$ cat config.mk
export PLATFORM = sky130hd
export DESIGN_NAME = seg7_scan_ctrl
export DESIGN_NICKNAME = d
export VERILOG_FILES = /design/src/rtl/seg7_pkg.sv /design/src/rtl/seg7_hex_decode.sv /design/src/rtl/seg7_scan_ctrl.sv
export SDC_FILE = /design/constraint.sdc
export NUM_CORES = 1
export LEC_CHECK = 0
export ABC_AREA = 1
export BUFFER_PORTS_ARGS = -buffer_cell sky130_fd_sc_hd__buf_2
export CAP_MARGIN = 20
export CORE_ASPECT_RATIO = 1.75
export CORE_MARGIN = 1.5
export CORE_UTILIZATION = 35
export CTS_CLUSTER_DIAMETER = 40
export DETAILED_ROUTE_END_ITERATION = 10
export SLEW_MARGIN = 15
export SYNTH_ARGS = -nofsm -noshare
export SYNTH_HDL_FRONTEND = slang
export SYNTH_SLANG_ARGS = --single-unit
export TNS_END_PERCENT = 50
$ cat constraint.sdc
create_clock -name clock -period 2.3 [get_ports clock]
set_clock_uncertainty 0.05 [all_clocks]
set_input_delay 0.115 -clock clock [delete_from_list [all_inputs] [get_ports clock]]
set_output_delay 0.115 -clock clock [all_outputs]
set_load 0.02 [all_outputs]
$ cat src/rtl/seg7_pkg.sv
// ============================================================================
// Module  : seg7_pkg
// Brief   : Shared constants for the seven-segment scan controller.
// Revision: 1.0
// ============================================================================
`default_nettype none

package seg7_pkg;

    localparam int NIBBLE_W = 4;
    localparam int SEG_W    = 7;

    typedef logic [SEG_W-1:0]    seg_t;
    typedef logic [NIBBLE_W-1:0] nibble_t;

    // Segment order gfedcba, active-low.
    localparam seg_t SEG_BLANK = 7'h7F;

    // Entry n holds the segment pattern for hex digit n.
    localparam logic [15:0][SEG_W-1:0] HEX_SEG_TABLE = {
        7'h0E, 7'h06, 7'h21, 7'h46,     // F E d C
        7'h03, 7'h08, 7'h10, 7'h00,     // b A 9 8
        7'h78, 7'h02, 7'h12, 7'h19,     // 7 6 5 4
        7'h30, 7'h24, 7'h79, 7'h40      // 3 2 1 0
    };

endpackage

`default_nettype wire

$ cat src/rtl/seg7_hex_decode.sv
// ============================================================================
// Module  : seg7_hex_decode
// Brief   : Combinational hex nibble to active-low segment decode with blank.
// Revision: 1.0
// ============================================================================
`default_nettype none

module seg7_hex_decode
    import seg7_pkg::*;
(
    input  logic [NIBBLE_W-1:0] nibble,
    input  logic                blank,
    output logic [SEG_W-1:0]    segs
);

    always_comb begin
        segs = SEG_BLANK;
        if (!blank) begin
            segs = HEX_SEG_TABLE[nibble];
        end
    end

endmodule

`default_nettype wire

$ cat src/rtl/seg7_scan_ctrl.sv
// ============================================================================
// Module  : seg7_scan_ctrl
// Brief   : Multiplexed seven-segment scan controller with PWM brightness and
//           frame-synchronous update. Define SEG7_LZ_BLANK_EN to blank
//           leading zero digits.
// Revision: 1.0
// ============================================================================
`default_nettype none

module seg7_scan_ctrl
    import seg7_pkg::*;
#(
    parameter int NUM_DIGITS      = 4,
    parameter int TICKS_PER_DIGIT = 200000
) (
    input  logic                         clock,
    input  logic                         clear_n,
    input  logic [NIBBLE_W*NUM_DIGITS-1:0] data,
    input  logic [NUM_DIGITS-1:0]        dp,
    input  logic [3:0]                   bright,
    input  logic                         load,
    output logic                         pending,
    output logic                         frame_done,
    output logic [NUM_DIGITS-1:0]        enable,
    output logic [SEG_W-1:0]             segs,
    output logic                         decimal
);

    localparam int TICK_W  = $clog2(TICKS_PER_DIGIT);
    localparam int SUB_LEN = TICKS_PER_DIGIT / 16;
    localparam int SUB_W   = $clog2(SUB_LEN);
    localparam int IDX_W   = $clog2(NUM_DIGITS);
    localparam int DATA_W  = NIBBLE_W * NUM_DIGITS;

    localparam logic [TICK_W-1:0] TICK_LAST = TICK_W'(TICKS_PER_DIGIT - 1);
    localparam logic [SUB_W-1:0]  SUB_LAST  = SUB_W'(SUB_LEN - 1);
    localparam logic [IDX_W-1:0]  IDX_LAST  = IDX_W'(NUM_DIGITS - 1);

    logic [TICK_W-1:0]     r_tick;
    logic [SUB_W-1:0]      r_sub_cnt;
    logic [3:0]            r_sub_idx;
    logic [IDX_W-1:0]      r_idx;

    logic [DATA_W-1:0]     r_data_act;
    logic [NUM_DIGITS-1:0] r_dp_act;
    logic [3:0]            r_bright_act;
    logic [DATA_W-1:0]     r_data_pend;
    logic [NUM_DIGITS-1:0] r_dp_pend;
    logic [3:0]            r_bright_pend;
    logic                  r_pending;

    logic                  w_tick_last;
    logic                  w_boundary;
    logic                  w_lit;
    logic [NIBBLE_W-1:0]   w_nibble;
    logic                  w_dp_sel;
    logic                  w_blank_sel;
    logic [NUM_DIGITS-1:0] w_blank_mask;
    logic [NUM_DIGITS-1:0] w_enable_nxt;
    logic [SEG_W-1:0]      w_segs_nxt;
    logic                  w_decimal_nxt;

    assign w_tick_last = (r_tick == TICK_LAST);
    assign w_boundary  = w_tick_last && (r_idx == IDX_LAST);

    // The sub-period counter runs beside the tick counter so no divider is
    // needed; a slot is exactly 16 sub-periods, so both wrap together.
    always_ff @(posedge clock) begin
        if (!clear_n) begin
            r_tick    <= '0;
            r_sub_cnt <= '0;
            r_sub_idx <= '0;
            r_idx     <= '0;
        end else if (w_tick_last) begin
            r_tick    <= '0;
            r_sub_cnt <= '0;
            r_sub_idx <= '0;
            r_idx     <= (r_idx == IDX_LAST) ? '0 : r_idx + 1'b1;
        end else begin
            r_tick <= r_tick + 1'b1;
            if (r_sub_cnt == SUB_LAST) begin
                r_sub_cnt <= '0;
                r_sub_idx <= r_sub_idx + 1'b1;
            end else begin
                r_sub_cnt <= r_sub_cnt + 1'b1;
            end
        end
    end

    // New values only reach the display at a frame boundary so a frame never
    // shows a mix of old and new digits.
    always_ff @(posedge clock) begin
        if (!clear_n) begin
            r_data_act    <= '0;
            r_dp_act      <= '0;
            r_bright_act  <= '0;
            r_data_pend   <= '0;
            r_dp_pend     <= '0;
            r_bright_pend <= '0;
            r_pending     <= 1'b0;
        end else if (w_boundary) begin
            r_pending <= 1'b0;
            if (load) begin
                r_data_act   <= data;
                r_dp_act     <= dp;
                r_bright_act <= bright;
            end else if (r_pending) begin
                r_data_act   <= r_data_pend;
                r_dp_act     <= r_dp_pend;
                r_bright_act <= r_bright_pend;
            end
        end else if (load) begin
            r_data_pend   <= data;
            r_dp_pend     <= dp;
            r_bright_pend <= bright;
            r_pending     <= 1'b1;
        end
    end

`ifdef SEG7_LZ_BLANK_EN
    logic w_zero_run;

    always_comb begin
        w_zero_run   = 1'b1;
        w_blank_mask = '0;
        for (int i = NUM_DIGITS - 1; i > 0; i--) begin
            w_zero_run      = w_zero_run && (r_data_act[i*NIBBLE_W +: NIBBLE_W] == '0);
            w_blank_mask[i] = w_zero_run;
        end
    end
`else
    assign w_blank_mask = '0;
`endif

    assign w_lit = (r_sub_idx <= r_bright_act);

    always_comb begin
        w_enable_nxt = '1;
        w_nibble     = '0;
        w_dp_sel     = 1'b0;
        w_blank_sel  = 1'b0;
        for (int i = 0; i < NUM_DIGITS; i++) begin
            if (r_idx == IDX_W'(i)) begin
                w_nibble        = r_data_act[i*NIBBLE_W +: NIBBLE_W];
                w_dp_sel        = r_dp_act[i];
                w_blank_sel     = w_blank_mask[i];
                w_enable_nxt[i] = ~w_lit;
            end
        end
    end

    seg7_hex_decode u_hex_decode (
        .nibble (w_nibble),
        .blank  (w_blank_sel || !w_lit),
        .segs   (w_segs_nxt)
    );

    assign w_decimal_nxt = w_lit ? ~w_dp_sel : 1'b1;

    always_ff @(posedge clock) begin
        if (!clear_n) begin
            frame_done <= 1'b0;
            enable     <= '1;
            segs       <= SEG_BLANK;
            decimal    <= 1'b1;
        end else begin
            frame_done <= w_boundary;
            enable     <= w_enable_nxt;
            segs       <= w_segs_nxt;
            decimal    <= w_decimal_nxt;
        end
    end

    assign pending = r_pending;

endmodule

`default_nettype wire

# Word level (Yosys, flattened, before mapping)
# Memory sizes are Yosys's and may differ from the RTL's. A register that Yosys moved wholly into a read port is not among the register bits.
# Cells that the tools add are included.
# W data, S select, Z words.
# op_classes
add_sub_neg,4
mul,0
div,0
order_cmp,1
n_eq_ne,5
n_shift,0
mux,15
n_bitwise,4
n_reduce_logical,14
# op_table
cell,count
$mux W16,2
$mux W4,8
$add A18 B1 Y18 const B,1
$eq A18 B18 Y1 const B,1
$add A14 B1 Y14 const B,1
$eq A14 B14 Y1 const B,1
$reduce_and A2 Y1,7
$add A4 B1 Y4 const B,1
$eq A2 B2 Y1 const B,2
$le A4 B4 Y1,1
$mux W1,4
$not A1 Y1,4
$reduce_or A2 Y1,2
$reduce_or A3 Y1,1
$add A2 B1 Y2 const B,1
$eq A2 B1 Y1 const B,1
$logic_not A2 Y1,1
$mux W2,1
$reduce_bool A2 Y1,1
$logic_and A1 B1 Y1,1
$logic_not A1 Y1,1
# word_totals
register_bits,93
latch_bits,0
ram_bits,0
romBits,112
inputBits,27
output_inout_bits,14
elab_cells,61
n_memories,1
# mem_list
name,depth,width,read_ports,rd_clocked_by_memory_dff,wr,line,source
(name not given),16,7,1,1,0,seg7_hex_decode.sv:19,segs = HEX_SEG_TABLE[nibble];

# Longest topological paths before layout
# depth
word_depth,6
ltp_mapped,13
mapped_depth_nobuf,13

# Modules after synthesis
# Synthesis repeated with hierarchy kept, for this count alone.
# unflattened
hier_cells,721
area_unflattened_um2,5148.7
# by_module_without_submodules
module,instances,cells_per_inst,area_per_inst_um2
seg7_scan_ctrl,1,670,4855.9
seg7_hex_decode,1,51,292.8

# Worst setup path after synthesis
# OpenSTA, ideal clock, no wires.
# synth_path
path_type,register -> register
startpoint,register r_idx[1]
endpoint,register segs[5]
t_arrival_ns,1.809
required_time_ns,2.135
setup_slack_ns,0.326
path_stages_with_launch,13
n_path_buf,0
synth_period_minus_slack_ns,1.974
path_cell_list,dfxtp_1 > inv_1 > ha_1 > clkinv_1 > o211ai_1 > nand2_1 > o21ai_0 > inv_1 > ha_1 > nand2_1 > o21ai_0 > nand2_1 > nand2_1
# synth_via
elab_chain_len,5
word_cells_on_any_way,8
# synth_lines
item,line,source
"start, declared",seg7_scan_ctrl.sv:42,logic [IDX_W-1:0] r_idx;
"start signal, assigned",seg7_scan_ctrl.sv:78,r_idx <= (r_idx == IDX_LAST) ? '0 : r_idx + 1'b1;
$logic_not A2 Y1,seg7_scan_ctrl.sv:143,if (r_idx == IDX_W'(i)) begin
$mux W4 (3 in series),seg7_scan_ctrl.sv:143,
$mux W4 (*),seg7_scan_ctrl.sv:143,
"end, declared",seg7_scan_ctrl.sv:25,"output logic [SEG_W-1:0] segs,"
# Every way passes the cells marked *; elsewhere a longest branch is shown, timed or not.
# A chain may end at the register's enable or synchronous reset.

# Worst setup path after layout
# layout_path
startpoint,register r_idx[0]
endpoint,register segs[5]
# The elaborated chain is that of the path after synthesis.

==> results.md <==
- Syn Nets: around 800
- Share of layout cells above drive strength 1: 0.120
- Die height: 162 microns
- Final hold vios: 0
- Worst-Margin Slew: 0.574 ns
- CTS Buf Count: 9
- Fill count: between 1,500 and 2,000
- Die Wd: 93.8 microns
- Buf/Inv on CP: 3
- CTS Sinks: 100
- Distinct cell type count after synthesis: 31
- Synth Warn #: 0
- Max-slew violation count: 0
- H-tree levels: 3
- Min setup slack post-route: approximately 0.22 ns
- Gr usage total: 0.152
- Final ANT Viol Nets: 0
- # rows: 57
- Outcome: completed
- Pleak: 2.73 nW
- Core ar.: between 10,000 and 15,000 sq um
- Slew margin rel.: 0.617
- # nets final: 865
- Dpl hpwl: around 7600 microns
- Max frequency: 0.480 GHz
- Via count: between 4,000 and 5,000
- Starting Density: 0.361
- Worst EP arrival: 2.27 ns
- CP cell instances: inv_1 -> ha_1 -> inv_2 -> o211ai_1 -> nand2_1 -> o21ai_2 -> inv_1 -> ha_1 -> nand2_1 -> o21ai_0 -> nand2_1 -> nand2_1
- Largest net degree at the start of global routing: 50
- # setup viols final: 0
- Pre-antenna DRT Iters: 4
- Root Driver: clkbuf_16
- ANT cells: 0
- Setup WS pre-CTS: 0.0164 ns
- CP top delay family: adder cells
- Detailed Route Iter0 Violations: about 170
- Register area: 2000 sq um
- Global route total overflow: 0
- Multi-input logic area: 2550 sq um
- Layout area overhead: 17.9%
- Antenna violations before repair: 0
- Min cycle time layout: 2.08 ns
- Sequential element share of the synthesized area: 0.397
- Worst min path class: in2reg
- Die area: 15,200 sq um
- CTS tree: yes
- Worst Path Required: 2.48 ns
- Final GP Congestion: 0.827
- Crit path kind: reg2reg
- Unrepaired setup endpoints after global routing: no
- Vias per inst: 4.47
- Mapped Area: 5050 sq um
- Drt total wl: 10,700 microns
- Seq cells post-synth: 100
- Power Density: 602 nW/um^2
- Worst setup SP type: flip-flop
- CTS Buffer Depth: 2
- WL per Instance: about 11 microns
- CP peak stage delay: 0.35 ns
- Syn Area/Cell: between 6 and 7 sq um
- Worst-path maximum fanout: 8
- I/O pin count: 41
- Setup TNS: 0 ns
- Port Buffers: 40
- Clk_lat worst skew: 0.35 ns
- Cell with the most instances on the worst path: nand2_1
- Clock Pin Slew Worst Setup and Hold Paths: roughly 0.07 ns
- Synthesized instance count: 763
- Max cap viols: 0
- Number of global-route vias before repair: 4,206
- Slowest cell on crit path: dfxtp_1
- Worst setup EP type: flip-flop
- First-pass GRT wire length: around 19,000 microns
- Final period utilization: 0.906
- Peak VDD IR: between 300 and 400 uV
- DRC Markers: 0
## layout make-up
class	count	share of cell area
multi-input cells	544	0.428
well taps	177	0.0372
inverters	92	0.0587
clock buffers	11	0.0408
flip-flops and latches	100	0.336
repair buffers	74	0.0887
clock inverters	5	0.0103
## per-layer routing
layer	vias to the layer above	share of wire	track usage
li1	2461	-	-
met1	1965	0.44	0.163
met2	47	0.53	0.285
met3	8	0.024	0.0262
met4	0	0.012	0.0658
met5	-	0	0
## through the flow
| step | util | hold WS [ns] | area [sq um] | total power (W) | cells |
|---|---|---|---|---|---|
| 3_5_place_dp | 0.385 | 0.310 | 5380 | 0.00206 | 961 |
| 4_1_cts | 0.424 | 0.00186 | 5930 | 0.00363 | 1001 |
| 3_3_place_gp | 0.385 | 0.306 | 5380 | 0.00206 | 961 |
| 6_report | 0.426 | 0.00834 | 5950 | 0.00358 | 1003 |
| 2_1_floorplan | - | 0.200 | 5050 | 0.00199 | 763 |
| 5_1_grt | 0.426 | 0.0175 | 5950 | 0.00374 | 1003 |
## worst paths after layout
kind / endpoint / slack [ns] / startpoint / cells after the start
setup / recovery: segs[5] / 0.22 / r_idx[0] / 12
hold reg to reg: r_sub_cnt[0] / 0.41 / r_sub_cnt[0] / 1
setup reg to reg: segs[5] / 0.22 / r_idx[0] / 12
hold / removal: pending / 0.008 / load / 3
## cells by family after synthesis
group	Yosys count	synth area share
adders and majority gates	17	0.0421
AOI/OAI and AO/OA	68	0.0706
DFF	100	0.397
buffers and inverters	119	0.100
xor gates and xnor gates	12	0.0208
and+or+nand+nor	447	0.370
## power by group
part	internal [W]	leakage, nW	total (W)	switching, W
clock network	0.000877	0.150	0.00153	0.000657
logic	0.000105	1.76	0.000253	0.000148
registers	0.00178	0.816	0.00179	0.0000170
total	0.00276	2.73	0.00358	0.000822
## worst reg2reg max path, cell delays in order, from the launching register on
cell and delay [ns]:
dfxtp_1 0.35, inv_1 0.11, ha_1 0.34, inv_2 0.11, o211ai_1 0.10, nand2_1 0.10
o21ai_2 0.13, inv_1 0.14, ha_1 0.23, nand2_1 0.10, o21ai_0 0.09, nand2_1 0.06
nand2_1 0.05
## cell usage in the layout (no fill, tap or decap), types with 3 or more instances in the layout
| master | instances |
|---|---|
| nand3_1 | 31 |
| or2_2 | 3 |
| a21oi_1 | 31 |
| nor2_2 | 20 |
| nor2_1 | 131 |
| inv_1 | 90 |
| dlygate4sd3_1 | 24 |
| clkinv_4 | 3 |
| nand2_2 | 3 |
| nor3_1 | 11 |
| clkbuf_16 | 9 |
| xnor2_1 | 5 |
| ha_1 | 17 |
| buf_2 | 40 |
| nand4_1 | 11 |
| o21ai_0 | 29 |
| nand2_1 | 228 |
| xor2_1 | 7 |
| dfxtp_1 | 100 |
| o211ai_1 | 4 |
| buf_4 | 9 |
## registers in the layout, summed over array words and instances, names as in the netlist
name,flops
r_bright_pend,4
r_bright_act,4
r_dp_act,4
r_idx,2
pending,1
r_sub_cnt,14
r_dp_pend,4
r_data_act,16
frame_done,1
segs,7
decimal,1
r_sub_idx,4
r_data_pend,16
r_tick,18
enable,4
## synth_stat cells (all sizes together)
| cell | instances | area [sq um] |
|---|---|---|
| o211ai | 4 | 30.0 |
| a22oi | 1 | 7.51 |
| or2 | 3 | 18.8 |
| nor4 | 1 | 6.26 |
| xor2 | 7 | 61.3 |
| xnor2 | 5 | 43.8 |
| clkinv | 1 | 3.75 |
| nor2 | 153 | 639 |
| buf | 19 | 130 |
| o21ai | 31 | 155 |
| a21oi | 32 | 164 |
| dfxtp | 100 | 2000 |
| nor3 | 11 | 55.1 |
| clkbuf | 8 | 30.0 |
| nand4 | 11 | 68.8 |
| nor3b | 2 | 15.0 |
| ha | 17 | 213 |
| inv | 91 | 342 |
| nand3b | 2 | 15.0 |
| nand3 | 33 | 175 |
| nand2 | 231 | 872 |
## what timing repair did
action | CTS | global route
hold endpoints to repair | 24 | 0
resized for setup | 1 | 3
hold buffers | 24 | 0
setup buffers | 0 | 2
setup endpoints to repair | 1 | 7
Power figures use the tool's default switching activity.
